`src/rtl/mul4_tournament_sched_if.sv`:
```
// Bus between the tournament scheduler and the candidate mux/host side.
// The master modport is the scheduler; the slave modport is the candidate mux and host.
interface mul4_tournament_sched_if #(
  parameter int N_CAND = 4
);
  localparam int IDX_W = (N_CAND > 1) ? $clog2(N_CAND) : 1;

  logic             start;
  logic             busy;
  logic             done;
  logic [15:0]      a1;
  logic [15:0]      a0;
  logic [15:0]      b1;
  logic [15:0]      b0;
  logic [IDX_W-1:0] cand_sel;
  logic [15:0]      y3;
  logic [15:0]      y2;
  logic [15:0]      y1;
  logic [15:0]      y0;
  logic [IDX_W-1:0] winner;
  logic [6:0]       best_fit;
  logic             perfect;

  modport master (
    input  start, y3, y2, y1, y0,
    output busy, done, a1, a0, b1, b0, cand_sel, winner, best_fit, perfect
  );

  modport slave (
    output start, y3, y2, y1, y0,
    input  busy, done, a1, a0, b1, b0, cand_sel, winner, best_fit, perfect
  );
endinterface

```
`src/rtl/mul4_tournament_sched.sv`:
```
// Tournament sequencer/scorer for 2x2-bit multiplier candidates driven with 16-lane truth-table vectors.
// Optional macro MUL4_SCHED_EARLY_EXIT_EN ends the round at the first perfect (64/64) candidate.
module mul4_tournament_sched #(
  parameter int N_CAND = 4,
  parameter int SETTLE = 1
) (
  input  logic                          clk,
  input  logic                          rst,
  mul4_tournament_sched_if.master       bus,
  output logic [2:0]                    state_dbg
);
  localparam int IDX_W = (N_CAND > 1) ? $clog2(N_CAND) : 1;
  localparam logic [3:0]       SETTLE_LAST = (SETTLE > 1) ? 4'(SETTLE - 1) : 4'd0;
  localparam logic [IDX_W-1:0] LAST_IDX    = IDX_W'(N_CAND - 1);

  localparam logic [15:0] G3 = 16'h8000;
  localparam logic [15:0] G2 = 16'h4C00;
  localparam logic [15:0] G1 = 16'h6AC0;
  localparam logic [15:0] G0 = 16'hA0A0;

  typedef enum logic [2:0] {
    S_IDLE   = 3'd0,
    S_WAIT   = 3'd1,
    S_SAMPLE = 3'd2,
    S_UPDATE = 3'd3,
    S_DONE   = 3'd4
  } state_t;

  state_t           state_q, state_d;
  logic [3:0]       cnt_q, cnt_d;
  logic [IDX_W-1:0] sel_q, sel_d;
  logic [6:0]       fit_q, fit_d;
  logic [6:0]       best_q, best_d;
  logic [IDX_W-1:0] win_q, win_d;

  logic [63:0] mism;
  logic [6:0]  miss_cnt;
  logic [6:0]  sample_fit;

  // Handshake: start is sampled only in IDLE (ignored elsewhere, never queued);
  // busy is high in WAIT/SAMPLE/UPDATE; done is a single-cycle pulse in DONE,
  // and winner/best_fit/perfect/cand_sel hold from then until the next start.

  assign bus.a1 = 16'hCCCC;
  assign bus.a0 = 16'hAAAA;
  assign bus.b1 = 16'hFF00;
  assign bus.b0 = 16'hF0F0;

  // Every set bit is one lane/output bit where the candidate disagrees with the golden product.
  assign mism = {bus.y0 ^ G0, bus.y1 ^ G1, bus.y2 ^ G2, bus.y3 ^ G3};

  always_comb begin
    miss_cnt = '0;
    for (int i = 0; i < 64; i++) begin
      miss_cnt = miss_cnt + 7'(mism[i]);
    end
    sample_fit = 7'd64 - miss_cnt;
  end

  always_comb begin
    state_d = state_q;
    cnt_d   = cnt_q;
    sel_d   = sel_q;
    fit_d   = fit_q;
    best_d  = best_q;
    win_d   = win_q;
    case (state_q)
      S_IDLE: begin
        if (bus.start) begin
          sel_d   = '0;
          best_d  = '0;
          win_d   = '0;
          cnt_d   = '0;
          state_d = S_WAIT;
        end
      end
      S_WAIT: begin
        // SETTLE of 0 still spends one cycle here so the mux output is stable.
        if (cnt_q >= SETTLE_LAST) begin
          state_d = S_SAMPLE;
        end else begin
          cnt_d = cnt_q + 4'd1;
        end
      end
      S_SAMPLE: begin
        fit_d   = sample_fit;
        state_d = S_UPDATE;
      end
      S_UPDATE: begin
        if ((fit_q > best_q) || (sel_q == '0)) begin
          best_d = fit_q;
          win_d  = sel_q;
        end
        if (sel_q == LAST_IDX) begin
          state_d = S_DONE;
        end else begin
          sel_d   = sel_q + IDX_W'(1);
          cnt_d   = '0;
          state_d = S_WAIT;
        end
`ifdef MUL4_SCHED_EARLY_EXIT_EN
        if (fit_q == 7'd64) begin
          sel_d   = sel_q;
          cnt_d   = cnt_q;
          state_d = S_DONE;
        end
`endif
      end
      S_DONE: begin
        state_d = S_IDLE;
      end
      default: begin
        state_d = S_IDLE;
      end
    endcase
  end

  always_ff @(posedge clk) begin
    if (rst) begin
      state_q <= S_IDLE;
      cnt_q   <= '0;
      sel_q   <= '0;
      fit_q   <= '0;
      best_q  <= '0;
      win_q   <= '0;
    end else begin
      state_q <= state_d;
      cnt_q   <= cnt_d;
      sel_q   <= sel_d;
      fit_q   <= fit_d;
      best_q  <= best_d;
      win_q   <= win_d;
    end
  end

  assign bus.busy     = (state_q == S_WAIT) || (state_q == S_SAMPLE) || (state_q == S_UPDATE);
  assign bus.done     = (state_q == S_DONE);
  assign bus.cand_sel = sel_q;
  assign bus.winner   = win_q;
  assign bus.best_fit = best_q;
  assign bus.perfect  = (best_q == 7'd64);
  assign state_dbg    = state_q;
endmodule

```
`src/flat_wrapper.sv`:
```
// flat-port wrapper written by rule: the top's interface ports become plain ports
module mul4_tournament_sched_flat 
#(
  parameter int N_CAND = 4,
  parameter int SETTLE = 1
)
  (clk, rst, state_dbg, bus_start, bus_y3, bus_y2, bus_y1, bus_y0, bus_busy, bus_done, bus_a1, bus_a0, bus_b1, bus_b0, bus_cand_sel, bus_winner, bus_best_fit, bus_perfect);
  mul4_tournament_sched_if #(.N_CAND(N_CAND)) bus_i ();
  input  logic clk;
  input  logic rst;
  output logic [2:0] state_dbg;
  input wire logic [$bits(bus_i.start)-1:0] bus_start;
  input wire logic [$bits(bus_i.y3)-1:0] bus_y3;
  input wire logic [$bits(bus_i.y2)-1:0] bus_y2;
  input wire logic [$bits(bus_i.y1)-1:0] bus_y1;
  input wire logic [$bits(bus_i.y0)-1:0] bus_y0;
  output wire logic [$bits(bus_i.busy)-1:0] bus_busy;
  output wire logic [$bits(bus_i.done)-1:0] bus_done;
  output wire logic [$bits(bus_i.a1)-1:0] bus_a1;
  output wire logic [$bits(bus_i.a0)-1:0] bus_a0;
  output wire logic [$bits(bus_i.b1)-1:0] bus_b1;
  output wire logic [$bits(bus_i.b0)-1:0] bus_b0;
  output wire logic [$bits(bus_i.cand_sel)-1:0] bus_cand_sel;
  output wire logic [$bits(bus_i.winner)-1:0] bus_winner;
  output wire logic [$bits(bus_i.best_fit)-1:0] bus_best_fit;
  output wire logic [$bits(bus_i.perfect)-1:0] bus_perfect;
  assign bus_i.start = bus_start;
  assign bus_i.y3 = bus_y3;
  assign bus_i.y2 = bus_y2;
  assign bus_i.y1 = bus_y1;
  assign bus_i.y0 = bus_y0;
  assign bus_busy = bus_i.busy;
  assign bus_done = bus_i.done;
  assign bus_a1 = bus_i.a1;
  assign bus_a0 = bus_i.a0;
  assign bus_b1 = bus_i.b1;
  assign bus_b0 = bus_i.b0;
  assign bus_cand_sel = bus_i.cand_sel;
  assign bus_winner = bus_i.winner;
  assign bus_best_fit = bus_i.best_fit;
  assign bus_perfect = bus_i.perfect;
  mul4_tournament_sched #(.N_CAND(N_CAND), .SETTLE(SETTLE)) u_core (.clk(clk), .rst(rst), .bus(bus_i), .state_dbg(state_dbg));
endmodule
```
`config.mk`:
```
export PLATFORM = sky130hd
export DESIGN_NAME = mul4_tournament_sched_flat
export DESIGN_NICKNAME = d
export VERILOG_FILES = /design/src/rtl/mul4_tournament_sched_if.sv /design/src/rtl/mul4_tournament_sched.sv /design/src/flat_wrapper.sv
export SDC_FILE = /design/constraint.sdc
export NUM_CORES = 1
export LEC_CHECK = 0
export BUFFER_PORTS_ARGS = -buffer_cell sky130_fd_sc_hd__buf_2
export CAP_MARGIN = 30
export CELL_PAD_IN_SITES_DETAIL_PLACEMENT = 1
export CELL_PAD_IN_SITES_GLOBAL_PLACEMENT = 1
export CORE_ASPECT_RATIO = 2
export CORE_UTILIZATION = 38
export DETAILED_ROUTE_END_ITERATION = 10
export PLACE_DENSITY_LB_ADDON = 0.1
export SYNTH_ARGS = -nofsm -noshare
export SYNTH_HDL_FRONTEND = slang
export SYNTH_SLANG_ARGS = --single-unit
```
`constraint.sdc`:
```
create_clock -name clk -period 9.4 [get_ports clk]
set_clock_uncertainty 0.05 [all_clocks]
set_input_delay 1.88 -clock clk [delete_from_list [all_inputs] [get_ports clk]]
set_output_delay 1.88 -clock clk [all_outputs]
set_load 0.01 [all_outputs]
```
==> results_dict.tcl, run 1 <==
set metrics [dict create \
    ctsLongestPathBuffers 2 \
    cp-end-kind "flip-flop" \
    synth_edf_count 0 \
    met1_usage_pct 12.81 \
    synthArstFlopShare_pct 0 \
    synth_top_area_share_pct 25.70 \
    syn_area_sq_um 4050 \
    fin_setup_tns_ns 0 \
    yosys_register_bits 21 \
    synth_area_leader_cell "fa_1" \
    synth_ff_type "dfxtp_1" \
    hold_violations 0 \
    setup_viol 0 \
    avgSynthCellArea_sq_um 8.941 \
    yosysUniqueCellTypes 38 \
    antenna_found_initial 0 \
    port_buffers 83 \
    slew_viol_final 0 \
    die_h_microns 148 \
    cts_buffers 3 \
    grt_pass1_wl_microns 12860 \
    post_cts_buffers 0 \
    instances_no_fill 669 \
    nFillCells 1329 \
    cts_htree_levels 1 \
    grt_util_all_layers_pct 15.02 \
    busiest_layer "met2" \
    initial_utilization_pct 38.90 \
    fmax_ghz 0.1314 \
    area_growth_pct 9.391 \
    clk_latency_ns 0.26 \
    globalRoute.totalOverflow 0 \
    dp_hpwl_microns 7173 \
    startpoint_type "input port" \
    rows 53 \
    post_drt_wl_per_cell_microns 11.39 \
    viasPerCell 4.239 \
    drc 0 \
    multi_input_area_sq_um 2815 \
    min_period_ns 7.611 \
    ff_latch_area_sq_um 420.4 \
    yosys_warnings 0 \
    cap_violations 0 \
    critical_path_class "in -> reg" \
    die_w_microns 75 \
    cts_tree "yes" \
    use_met2_pct 33.15 \
    vias 2836 \
    clkTransAtPathRegs_ns 0.06 \
    dp_cells 665 \
    gr-usage-met3_pct 0.5453 \
    grt_max_degree 25 \
    critPathArrivalTime_ns 7.70 \
    worstMarginPinSlew_ns 0.6865 \
    n_antenna_cell 0 \
    ios 148 \
    cts-root-buf "clkbuf_16" \
    syn_inst 453 \
    final_net_count 725 \
    status "completed" \
    synth_area_leaders "fa_1, ha_1, inv_1" \
    cts_resized 0 \
    grt_setup_unrepaired "false" \
    antenna_left 0 \
    finalCritPeriodShare_pct 80.96 \
    seq_area_frac_synth_pct 10.38 \
    cts_hold_buf 0 \
    critPathMaxFanout 3 \
    gp_congestion 0.7469 \
    cp.required_ns 9.49 \
    drt-total-wl_microns 7623 \
    fp.dieArea_sq_um 11100 \
    grt_pass1_vias 3074 \
    core-area_sq_um 10410 \
    drive_above_1_share_pct 17.48 \
    drtPass1Iterations 3 \
    relSlewSlack_pct 54.03 \
    drt_iter0_markers 29 \
    cts.sinks 21 \
    hp-class "reg -> reg" \
]
==> critical path, stage by stage <==
cell and delay, ns:
buf_2 0.07, inv_1 0.04, fa_1 0.53, ha_1 0.15, inv_1 0.05, fa_1 0.48, fa_1 0.52, fa_1 0.54
fa_1 0.53, fa_1 0.52, fa_1 0.54, inv_1 0.04, ha_1 0.28, ha_1 0.28, ha_1 0.25, fa_1 0.41
a21o_1 0.18, a21oi_1 0.16, xor2_1 0.16, o31ai_1 0.07
==> flip-flops by register name, summed over array words and instances, names as in the netlist <==
register             count
u_core.bus.best_fit      7
u_core.bus.cand_sel      2
u_core.bus.winner        2
u_core.fit_q             7
u_core.state_dbg         3
==> metal layers <==
layer	up-vias	share of wire, %
met2	67	65
met3	9	2.7
met1	1368	30
met5	-	0
li1	1392	-
met4	0	2.0
==> synth_stat cells (2+ instances only) <==
library cell	number
conb_1	2
o211ai_1	3
buf_6	2
xnor2_1	3
a211o_1	2
nand3_1	3
buf_4	66
ha_1	73
a211oi_1	3
dfxtp_1	21
a21o_1	3
nor3_1	4
a21oi_1	10
clkbuf_1	3
nand3b_1	3
inv_1	138
nand2b_1	9
mux2i_1	9
nand2_1	17
nand4_1	2
nor2_1	9
fa_1	52
==> layout make-up <==
class,count,area share (%)
Tap cell,137,3.869
Multi-Input combinational cell,285,63.54
Sequential cell,21,9.489
Clock buffer,4,1.779
Inverter,138,11.69
Timing Repair Buffer,84,9.630
==> metrics by stage <==
step / hold WS, ns / worst slack (ns) / util (%) / cell area (sq um)
floorplan: 0.3980 / 1.806 / - / 4283
global placement: 0.4085 / 1.508 / 41.69 / 4340
detailed placement: 0.4171 / 1.465 / 41.80 / 4352
CTS: 0.4252 / 1.738 / 42.56 / 4431
global route: 0.4500 / 1.451 / 42.56 / 4431
finish: 0.4221 / 1.789 / 42.56 / 4431
==> kinds of logic (layout without fill, tap and decap cells) <==
kind of cell / after synthesis / after routing / synth area share (%)
buffers and inverters: 209 / 226 / 25.86
adder cells (fa/ha/maj): 125 / 125 / 48.25
AND/OR/NAND/NOR: 56 / 56 / 7.692
AO/OA/AOI/OAI: 27 / 27 / 4.541
flip-flops: 21 / 21 / 10.38
multiplexers: 9 / 9 / 2.224
XOR/XNOR: 4 / 4 / 0.8652
other: 2 / 64 / 0.1854
==> layout by cell type, fill, tap and decap left out, types with 2 or more instances in the layout <==
cell and n:
nor3_1 4, nand2_1 17, conb_1 64, a21o_1 3
nand2b_1 9, nand3b_1 3, clkbuf_16 3, inv_1 138
mux2i_1 9, buf_2 83, a21oi_1 10, a211oi_1 3
nand3_1 3, o211ai_1 3, xnor2_1 3, ha_1 73
nor2_1 9, a211o_1 2, dfxtp_1 21, nand4_1 2
fa_1 52
==> final timing paths <==
kind,from,endpoint,slack (ns),cells past startpoint
worst min register to register,u_core.fit_q[0],u_core.bus.best_fit[0],0.42,2
worst min-delay path,u_core.fit_q[0],u_core.bus.best_fit[0],0.42,2
worst max register to register,u_core.bus.best_fit[4],u_core.bus.best_fit[3],7.18,7
worst max-delay path,bus_y3[4],u_core.fit_q[5],1.79,20
Power of run 1 is not shown: default switching activity piles up to over one toggle a cycle in this logic, so the estimate is an artifact.
==> run 2, diff against run 1 <==
==> constraint.sdc (replaced) <==
create_clock -name clk -period 7.35 [get_ports clk]
set_clock_uncertainty 0.05 [all_clocks]
set_input_delay 1.47 -clock clk [delete_from_list [all_inputs] [get_ports clk]]
set_output_delay 1.47 -clock clk [all_outputs]
set_load 0.01 [all_outputs]
==> run 2 against run 1 <==
- via count rose by 0.42%
- first-iteration DRC count did not move
- non-clock buffer count rose by 4
- global-route usage fell by 0.30 points
- hold slack improved by 0.0088 ns
- cell count rose by 0.60%
- die area did not move
- setup slack got worse by 1.5 ns
- register-to-register slack got worse by 2.0 ns
- flip-flop and latch count did not move
- largest cell class unchanged
==> results_dict.tcl, run 2 (synthesis results as in run 1) <==
set metrics [dict create \
    drtPass1Iterations 4 \
    relSlewSlack_pct 55.85 \
    initial_utilization_pct 38.90 \
    hp-class "reg -> reg" \
    cts-root-buf "clkbuf_16" \
    slowest_delay_ns 0.54 \
    ctsLongestPathBuffers 2 \
    cts_htree_levels 1 \
    cts.sinks 21 \
    status "completed" \
    dp_hpwl_microns 7147 \
    antenna_left 0 \
    drt-total-wl_microns 7640 \
    drc 0 \
    cts_tree "yes" \
    ios 148 \
    wl_met1_microns 2320 \
    grt_util_all_layers_pct 14.72 \
    cts_buffers 3 \
    slowest_stage "fa_1" \
    fin_area_sq_um 4479 \
    wl_met2_microns 5011 \
    clkTransAtPathRegs_ns 0.06 \
    hold_violations 0 \
    n_antenna_cell 0 \
    cts_hold_buf 0 \
    critical_path_class "in -> reg" \
    cp.required_ns 7.44 \
    final_common_cell "inv_1" \
    cp-end-kind "flip-flop" \
    globalRoute.totalOverflow 0 \
    grt_max_degree 25 \
    viasPerCell 4.232 \
    fin_setup_tns_ns 0 \
    gp_congestion 0.7427 \
    worstRegToRegCells 7 \
    worstMarginPinSlew_ns 0.6594 \
    rows 53 \
    fp.dieArea_sq_um 11100 \
    finalCritPeriodShare_pct 96.04 \
    startpoint_type "input port" \
    whs_path_depth 2 \
    placed_area_sq_um 4374 \
    post_drt_wl_per_cell_microns 11.35 \
    crit_chain "buf_2 > inv_1 > fa_1 > ha_1 > inv_1 > fa_1 > fa_1 > inv_1 > fa_1 > fa_1 > inv_1 > fa_1 > fa_1 > inv_1 > fa_1 > inv_1 > ha_1 > inv_1 > ha_4 > o211ai_1 > buf_4 > a2111oi_2 > a211oi_1" \
    min_period_ns 7.059 \
    port_buffers 83 \
    grt_pass1_vias 3066 \
    drt_iter0_markers 29 \
    critPathArrivalTime_ns 7.15 \
    antenna_found_initial 0 \
    core-area_sq_um 10410 \
    die_w_microns 75 \
    die_h_microns 148 \
    drive_above_1_share_pct 18.47 \
    vias 2848 \
    area_growth_pct 10.60 \
    cpMostUsedCell "fa_1" \
    slew_viol_final 0 \
    nFillCells 1324 \
    critPathMaxFanout 4 \
    setup_viol 0 \
    route.top_layer_used "met4" \
    final_net_count 729 \
    wl_met3_microns 216 \
    grt_pass1_wl_microns 12680 \
    cap_violations 0 \
    clk_latency_ns 0.26 \
    layout_common_cells "inv_1, buf_2, ha_1" \
    fmax_ghz 0.1417 \
]
==> run 2: cell types whose count changed in the layout (fill, tap and decap cells not counted), sizes merged <==
cell  delta
buf      +4
==> run 2: stage by stage <==
stage	instances	utilization, %	hold slack (ns)	setup WS, ns
4_1_cts	672	42.77	0.4312	0.1166
6_report	673	43.02	0.4308	0.2907
3_5_place_dp	668	42.01	0.4237	-0.1583
5_1_grt	673	43.02	0.4603	-0.02457
3_3_place_gp	667	41.91	0.4080	-0.1022
2_1_floorplan	515	-	0.3980	0.1661
==> run 2: critical path, delay by kind of cell <==
kind            cells  cell delay [ns]
compound gates      3             0.47
fa+ha+maj          11             4.54
buf+inv             9             0.64
==> run 2: worst paths after layout <==
kind,from,to,slack (ns)
max,bus_y3[4],u_core.fit_q[6],0.29
min,u_core.fit_q[0],u_core.bus.best_fit[0],0.43
max reg2reg,u_core.bus.best_fit[4],u_core.bus.best_fit[4],5.14
min reg2reg,u_core.fit_q[0],u_core.bus.best_fit[0],0.43
==> run 2: per-layer routing <==
layer | global-route usage, % | up-vias
met4 | 3.962 | 0
li1 | - | 1402
met2 | 32.84 | 65
met3 | 0.7498 | 5
met1 | 12.38 | 1376
met5 | 0 | -
==> run 2: cell type report <==
type,count,area (sq um),share of cell area [%]
inverter,138,518.0,11.56
tap,137,171.4,3.827
clock buffer,4,78.83,1.760
multi-input combinational,285,2834,63.27
timing repair buffer,88,456.7,10.20
sequential,21,420.4,9.385
==> run 2: what timing repair did <==
item	4_1_cts	5_1_grt
setup buffers	0	1
gates resized for setup	0	3
endpoints found under the setup margin	0	2
Power of run 2 is left out for the same reason.
==> run 3, diff against run 2 <==
--- a/config.mk
+++ b/config.mk
@@ -9,7 +9,7 @@
 export CAP_MARGIN = 30
 export CELL_PAD_IN_SITES_DETAIL_PLACEMENT = 1
 export CELL_PAD_IN_SITES_GLOBAL_PLACEMENT = 1
-export CORE_ASPECT_RATIO = 2
+export CORE_ASPECT_RATIO = 0.8
 export CORE_UTILIZATION = 38
 export DETAILED_ROUTE_END_ITERATION = 10
 export PLACE_DENSITY_LB_ADDON = 0.1
==> run 3 against run 2 <==
- sequential share of layout area about the same
- flip-flop and latch count unchanged
- setup slack got worse by 0.057 ns
- non-clock buffer count shrank 1
- via count down 1.4%
- cell count up 0.30%
- clock-buffer cell count did not move
- hold slack got worse by 0.0035 ns
- design area about the same
==> results_dict.tcl, run 3 (synthesis results as in run 1) <==
set metrics [dict create \
    clkTransAtPathRegs_ns 0.06 \
    relSlewSlack_pct 60.61 \
    critPathArrivalTime_ns 7.19 \
    globalRoute.totalOverflow 0 \
    post_drt_wl_per_cell_microns 10.46 \
    antenna_left 0 \
    dp_hpwl_microns 6486 \
    ctsLongestPathBuffers 2 \
    grt_setup_unrepaired "false" \
    grt_util_all_layers_pct 13.06 \
    cts_buffers 3 \
    cts.sinks 21 \
    die_h_microns 94.34 \
    n_antenna_cell 0 \
    die_w_microns 117.4 \
    slowest_stage "fa_1" \
    layout_common_cells "inv_1, buf_2, ha_1" \
    viasPerCell 4.160 \
    slew_viol_final 0 \
    hp-class "reg -> reg" \
    crit_chain "buf_2 > inv_1 > fa_1 > ha_1 > inv_1 > fa_1 > fa_1 > fa_1 > fa_1 > fa_1 > fa_1 > inv_1 > ha_1 > ha_1 > ha_1 > fa_1 > a21o_1 > a21oi_2 > xor2_1 > o31ai_1" \
    ios 148 \
    core-area_sq_um 10320 \
    setup_viol 0 \
    cp.required_ns 7.43 \
    instances_no_fill 675 \
    critPathMaxFanout 2 \
    cts-root-buf "clkbuf_16" \
    cp-end-kind "flip-flop" \
    vias 2808 \
    critical_path_class "in -> reg" \
    final_common_cell "inv_1" \
    port_buffers 83 \
    finalCritPeriodShare_pct 96.82 \
    drtPass1Iterations 4 \
    startpoint_type "input port" \
    fp.dieArea_sq_um 11080 \
    clk_latency_ns 0.26 \
    hold_violations 0 \
    grt_max_degree 25 \
    slowest_delay_ns 0.57 \
    gp_congestion 0.7881 \
    drt-total-wl_microns 7060 \
    min_period_ns 7.116 \
    final_net_count 728 \
    grt_pass1_vias 2642 \
    initial_utilization_pct 39.24 \
    dp_cells 670 \
    nFillCells 1293 \
    antenna_found_initial 0 \
    cpMostUsedCell "fa_1" \
    cts_tree "yes" \
    drc 0 \
    grt_pass1_wl_microns 11830 \
    cts_htree_levels 1 \
    drive_above_1_share_pct 18.69 \
    drt_iter0_markers 72 \
    status "completed" \
    rows 33 \
    fmax_ghz 0.1405 \
    area_growth_pct 10.50 \
    worstMarginPinSlew_ns 0.5887 \
    cap_violations 0 \
]
[run 3: changes by cell type in the layout (fill, tap and decap cells not counted)]
cell and change:
buf_6 -1, a21oi_2 +1, a21oi_1 -1, inv_2 +1, inv_1 -1
[run 3: per-stage QoR]
stage | instance area (sq um) | util (%) | setup slack (ns) | TNS, ns | hold WS (ns)
floorplan | 4283 | - | 0.1661 | 0 | 0.3980
detailed placement | 4367 | 42.30 | -0.1407 | -0.2559 | 0.4234
CTS | 4446 | 43.07 | 0.1279 | 0 | 0.4336
global placement | 4359 | 42.23 | -0.05659 | -0.05659 | 0.4098
global route | 4476 | 43.36 | 0.003794 | 0 | 0.4642
finish | 4476 | 43.36 | 0.2336 | 0 | 0.4274
[run 3: worst paths after layout]
| kind | start | end | slack [ns] | cells past startpoint |
|---|---|---|---|---|
| setup / recovery | bus_y3[4] | u_core.fit_q[5] | 0.23 | 20 |
| hold reg to reg | u_core.bus.winner[0] | u_core.bus.winner[0] | 0.43 | 2 |
| setup reg to reg | u_core.bus.best_fit[6] | u_core.bus.best_fit[1] | 5.15 | 7 |
| hold / removal | u_core.bus.winner[0] | u_core.bus.winner[0] | 0.43 | 2 |
[run 3: repair_timing]
action | in CTS | in global routing
setup endpoints to repair | 0 | 2
endpoints found under the hold margin | 0 | 0
hold buffers | 0 | 0
setup buffers | 0 | 1
gates resized for setup | 0 | 6
[run 3: layout make-up]
cell class / count / area, sq um / share of cell area [%]
sequential: 21 / 420.4 / 9.393
clock buffer: 4 / 78.83 / 1.761
tap: 140 / 175.2 / 3.914
timing repair buffer: 87 / 445.4 / 9.952
multi-input combinational: 285 / 2838 / 63.41
inverter: 138 / 518.0 / 11.57
[run 3: critical path: cells and delay by family]
family	cells	cell delay, ns
XOR/XNOR	1	0.16
adder cells (fa/ha/maj)	12	4.92
buffers and inverters	4	0.20
AO/OA/AOI/OAI	3	0.41
[run 3: layer usage]
metal  up-vias  part of all wire, %  track usage [%]
li1       1396                    -                -
met1      1303                   50            19.27
met2       104                   43            20.17
met3         5                  6.0            2.174
met4         0                 0.69            2.273
met5         -                    0                0
Power of run 3 is left out for the same reason.
